`src/rtl/serial_deserializer.sv`:
```
// rtl/serial_deserializer.sv - serial-to-parallel word assembler with hold/overrun handshake
module serial_deserializer #(
   parameter int WIDTH     = 8,
   parameter bit MSB_FIRST = 1'b1
) (
   input  logic                       clk,
   input  logic                       rst_n,
   input  logic                       din,
   input  logic                       din_en,
   input  logic                       start,
   output logic [WIDTH-1:0]           dout,
   output logic                       dout_valid,
   input  logic                       dout_ready,
   output logic                       overrun,
   input  logic                       ovr_clr,
   output logic [$clog2(WIDTH)-1:0]   bit_cnt
);

   localparam int            CW   = $clog2(WIDTH);
   localparam logic [CW-1:0] LAST = CW'(WIDTH - 1);

   typedef enum logic {IDLE, SHIFT} state_t;

   state_t           state;
   logic [WIDTH-1:0] sr;
   logic [WIDTH-1:0] first_word;
   logic [WIDTH-1:0] next_word;
   logic             shift_en;
   logic             complete;

   // Candidate shift-register contents for a frame start and for a continuing bit.
   always_comb begin
      first_word = '0;
      if (MSB_FIRST) begin
         first_word[0] = din;
         next_word     = {sr[WIDTH-2:0], din};
      end else begin
         first_word[WIDTH-1] = din;
         next_word           = {din, sr[WIDTH-1:1]};
      end
      shift_en = din_en && !start && (state == SHIFT);
      complete = shift_en && (bit_cnt == LAST);
   end

   // Frame FSM, shift register, output holding register and sticky overrun.
   always_ff @(posedge clk or negedge rst_n) begin
      if (!rst_n) begin
         state      <= IDLE;
         sr         <= '0;
         bit_cnt    <= '0;
         dout       <= '0;
         dout_valid <= 1'b0;
         overrun    <= 1'b0;
      end else begin
         // A start always resynchronises, discarding any partial frame.
         if (din_en && start) begin
            sr      <= first_word;
            bit_cnt <= CW'(1);
            state   <= SHIFT;
         end else if (shift_en) begin
            sr      <= next_word;
            bit_cnt <= complete ? '0 : bit_cnt + CW'(1);
         end

         // A finished word is loaded only when the holding register is free or being drained.
         if (complete) begin
            if (!dout_valid || dout_ready) begin
               dout       <= next_word;
               dout_valid <= 1'b1;
            end
         end else if (dout_valid && dout_ready) begin
            dout_valid <= 1'b0;
         end

         // A new drop outranks a simultaneous clear.
         if (complete && dout_valid && !dout_ready) begin
            overrun <= 1'b1;
         end else if (ovr_clr) begin
            overrun <= 1'b0;
         end
      end
   end

endmodule

```
`config.mk`:
```
export PLATFORM = sky130hd
export DESIGN_NAME = serial_deserializer
export DESIGN_NICKNAME = d
export VERILOG_FILES = /design/src/rtl/serial_deserializer.sv
export SDC_FILE = /design/constraint.sdc
export NUM_CORES = 1
export LEC_CHECK = 0
export BUFFER_PORTS_ARGS = -buffer_cell sky130_fd_sc_hd__buf_2
export CAP_MARGIN = 20
export CORE_MARGIN = 2
export CORE_UTILIZATION = 50
export CTS_CLUSTER_DIAMETER = 40
export DETAILED_ROUTE_END_ITERATION = 8
export PLACE_DENSITY = 0.74
export SLEW_MARGIN = 20
export SYNTH_ARGS = -nofsm -noshare
export SYNTH_HDL_FRONTEND = slang
export SYNTH_SLANG_ARGS = --single-unit
```
`constraint.sdc`:
```
create_clock -name clk -period 2.7 [get_ports clk]
set_input_delay 0.27 -clock clk [delete_from_list [all_inputs] [get_ports clk]]
set_output_delay 0.27 -clock clk [all_outputs]
set_load 0.1 [all_outputs]
```
Word-level counts from Yosys, hierarchy flattened --
Index checks and enable logic that the tools add are counted.
Cells by class: add/sub/neg operators 1, eq/ne operators 2, multiplexer cells 10, reductions and logical operators 16
Operators by type and width (number):
- 7-bit two-way mux | 2
- 3-bit two-way mux | 3
- 1-bit logical AND | 7
- 2-bit nonzero test | 3
- 1-bit two-way mux | 5
- 2-bit AND reduction | 2
- 3-bit by 1-bit adder with 3-bit output, second input constant | 1
- 3-bit == test, second input constant | 1
- 1-bit zero test | 3
- 2-bit by 1-bit inequality test with 1-bit output, second input constant | 1
- 1-bit logical OR | 1
Storage, ports and cells: flip-flop bits (word level) 21, bits of input ports 7, output and inout bits 13, word-level logic and storage cells 35

Longest topological paths before layout --
depth in word-level cells 7, gate-level depth with buffers 6, mapped depth without buffers 5

Worst setup path before layout --
Ideal clock, no wire load.
path type reg-to-reg, start point reg bit_cnt[1], end point reg dout[0], setup time 0.126 ns, arrival 2.113 ns, required time 2.574 ns, setup slack 0.461 ns, stages on the path, launching flop included 7, period minus slack after synthesis 2.239 ns, path through dfrtp_1 ha_1 ha_1 nand4b_2 nor2b_2 buf_6 mux2_4
On the way: longest elaborated chain between the ends 3
Ends and longest elaborated chain:
- start, declared | RTL line 16 | output logic [$clog2(WIDTH)-1:0] bit_cnt
- start signal, assigned | RTL line 62 | bit_cnt <= complete ? '0 : bit_cnt + CW'(1);
- 3-bit == test | RTL line 42 | complete = shift_en && (bit_cnt == LAST);
- 1-bit logical AND | RTL line 42
- 2-bit AND reduction (no line)
- end signal, assigned | RTL line 68 | dout <= next_word;
- end, declared | RTL line 11 | output logic [WIDTH-1:0] dout,
Every way passes these cells. A chain may end at the register's enable or synchronous reset.

Worst setup path after layout --
start point reg bit_cnt[0], end point reg dout[2]
The elaborated chain is that of the path after synthesis.

==> impl_metrics.csv <==
group,metric,value,unit
floorplanning,core-area,1750,µm²
drt,vias,637,
finish,drive_above_1_share,36.5,%
power_and_ir_drop,ir_worst_vdd,0.000371,V
floorplanning,die-height,47.5,µm
timing,fmax,537,MHz
clock_tree,cts_tree,"yes",
timing,finalHoldViolCount,0,
grt,grt_first_pass_wirelength,2500,µm
timing,setup_violations,0,
clock_tree,ctsLongestPathBuffers,2,
drt,via_per_inst,5.26,
drt,drc,0,
drt,detail_route.wl_per_cell,13.2,µm
timing,maxSlewViolCount,0,
timing,clock_skew,9.78,ps
timing,tns,0,ps
setup_path,critPathLaunch,"bit_cnt[0]",
power_and_ir_drop,power_density,664,nW/µm²
grt,grt_antenna_before_repair,0,
drt,drt.antenna.violating_nets,0,
clock_tree,worstSkewPairLatency,300,ps
grt,overflow,0,
grt,grt_start_max_net_pins,22,
power_and_ir_drop,p_leak,0.000553,µW
setup_path,reg2reg_depth,5,
clock_tree,post_cts_buffers,0,
floorplanning,fp-row-count,15,
clock_tree,cts_resized,0,
timing,relSlewSlack,62.8,%
setup_path,critPathRequiredTime,2890,ps
setup_path,cpMaxStageDelayCell,"nor2b_2",
setup_path,cp-start-kind,"flop",
clock_tree,clock-sinks,21,
grt,grt_usage,16.0,%
synthesis,syn_area,946,µm²
setup_path,worstReg2RegEnd,"dout[2]",
drt,first_pass_iters,4,
placement,place.gp.congestion,0.707,
job,cap_violations,0,
outcome,status,"complete, no violations",
clock_tree,path_clk_slew,120,ps
setup_path,endpoint,"dout[2]",
synthesis,synth.net_count,85,
floorplanning,io_pins,20,
setup_path,crit_path_max_incr_delay,480,ps
setup_path,crit_path_end_kind,"flop",
floorplanning,die_x,47.5,µm
synthesis,synthCells,76,
hold_path,min_path_type,"in2reg",
finish,diodes,0,
synthesis,synth.avg_cell_area,12.4,µm²
finish,mostFrequentLayoutCells,"21 x dfrtp_1, 19 x buf_2, 12 x inv_1, 9 x o22ai_1, 8 x mux2_4",
finish,area_delta_synth_final,14.8,%
grt,grt_pass1_vias,554,
synthesis,yosysSeqAreaShare,55.6,%
setup_path,path_cells,"ha_1 -> ha_1 -> nand4b_2 -> nor2b_2 -> mux2_4",
clock_tree,root_buffer,"clkbuf_4",
finish,layout_commonest_cell,"dfrtp_1",
floorplanning,start_util,54.2,%
setup_path,worstSetupPathType,"reg2reg",
clock_tree,numCtsBuffers,3,
floorplanning,dieArea,2260,µm²
finish,fin_cells,121,
synthesis,ys.warnings.count,0,
placement,dp.cells,116,
finish,final_nets,106,
setup_path,cp_max_fo,8,
drt,totalWireLength,1590,µm
timing,worst_pin_slew,555,ps
timing,rsz0062_at_grt,"no",
placement,port_buffers,19,
setup_path,worst_ep_arrival_time,2050,ps
clock_tree,cts_max_level,1,
setup_path,cp_common_cell,"ha_1",
timing,finalCriticalPeriod,1860,ps
timing,timing.final.crit_share,69.0,%
drt,drtIter0Drc,13,
setup_path,r2r_slack,840,ps
synthesis,ys_ff_latch,21,
synthesis,synth.distinct_cells,18,
setup_path,worstReg2RegStart,"bit_cnt[0]",
-- cells by family after synthesis --
kind of cell    after synthesis  synth area share [%]
mux                           9                  13.9
fa+ha+maj                     2                  2.65
flops                        21                  55.6
compound gates               20                  14.0
simple gates                  8                  6.61
buf+inv                      16                  7.27
-- routing by layer --
layer | up-vias | routed length, µm | GRT usage (%)
met1 | 309 | 801 | 23.4
met2 | 20 | 717 | 22.2
met4 | 0 | 15 | 8.33
met5 | - | 0 | 0
li1 | 306 | - | -
met3 | 2 | 59 | 3.40
-- worst min-delay path by stage --
stage / from / to / cells past startpoint
after global placement: rst_n / dout[0] / 1
after global routing: ovr_clr / overrun / 2
final: ovr_clr / overrun / 2
after CTS: ovr_clr / overrun / 2
after detailed placement: rst_n / dout[2] / 1
after floorplan: rst_n / bit_cnt[0] / 0
-- registers in the layout, indices dropped and copies added, names as in the netlist --
register,flops
state,1
bit_cnt,3
sr,7
overrun,1
dout,8
dout_valid,1
-- repair_timing --
| item | 4_1_cts | 5_1_grt |
|---|---|---|
| endpoints found under the setup margin | 0 | 0 |
| endpoints found under the hold margin | 21 | 0 |
| hold buffers | 1 | 0 |
-- area by class of cell --
| class | count | area [µm²] |
|---|---|---|
| Tap cell | 25 | 31.3 |
| Timing Repair Buffer | 20 | 105 |
| Sequential cell | 21 | 526 |
| Clock buffer | 3 | 22.5 |
| Fill cell | 147 | 659 |
| Multi-Input combinational cell | 39 | 352 |
| Inverter | 12 | 45.0 |
| Clock inverter | 1 | 5.00 |
-- where the power goes --
part | switching (µW) | total [µW] | internal (µW) | leakage, µW
Clock | 92.9 | 148 | 55.1 | 0.0000177
Sequential | 18.9 | 357 | 338 | 0.000278
Combinational | 169 | 216 | 46.9 | 0.000256
Total | 281 | 721 | 440 | 0.000553
-- critical path: cells and delay by family, from the launching register on --
kind	cells	cell delay (ps)
adders and majority gates	2	360
DFF	1	420
and+or+nand+nor	2	630
muxes	1	340
-- cell usage after synthesis, drive strengths merged --
library cell  number  area share [%]
nand2b             1             1.5
nor3b              1            0.79
and2               1            0.66
ha                 2             2.6
mux2               9              14
dfrtp             21              56
clkbuf             2            0.79
nand4b             1             1.6
nor2b              1            0.93
nand2              3             1.2
a22oi              7             5.6
inv               12             4.8
o21ai              3             1.6
a32oi              1            0.93
o22ai              9             6.0
buf                2             1.7
-- through the flow --
stage | power [µW] | worst slack [ps] | utilization [%] | instance area (µm²) | hold WS [ps]
final | 721 | 838 | 62.2 | 1090 | 164
after global routing | 754 | 717 | 62.2 | 1090 | 157
after CTS | 726 | 811 | 62.2 | 1090 | 160
after detailed placement | 580 | 837 | 60.1 | 1050 | 242
after global placement | 577 | 879 | 60.1 | 1050 | 243
after floorplan | 540 | 461 | - | 946 | -25.6
Power figures use the tool's default switching activity.
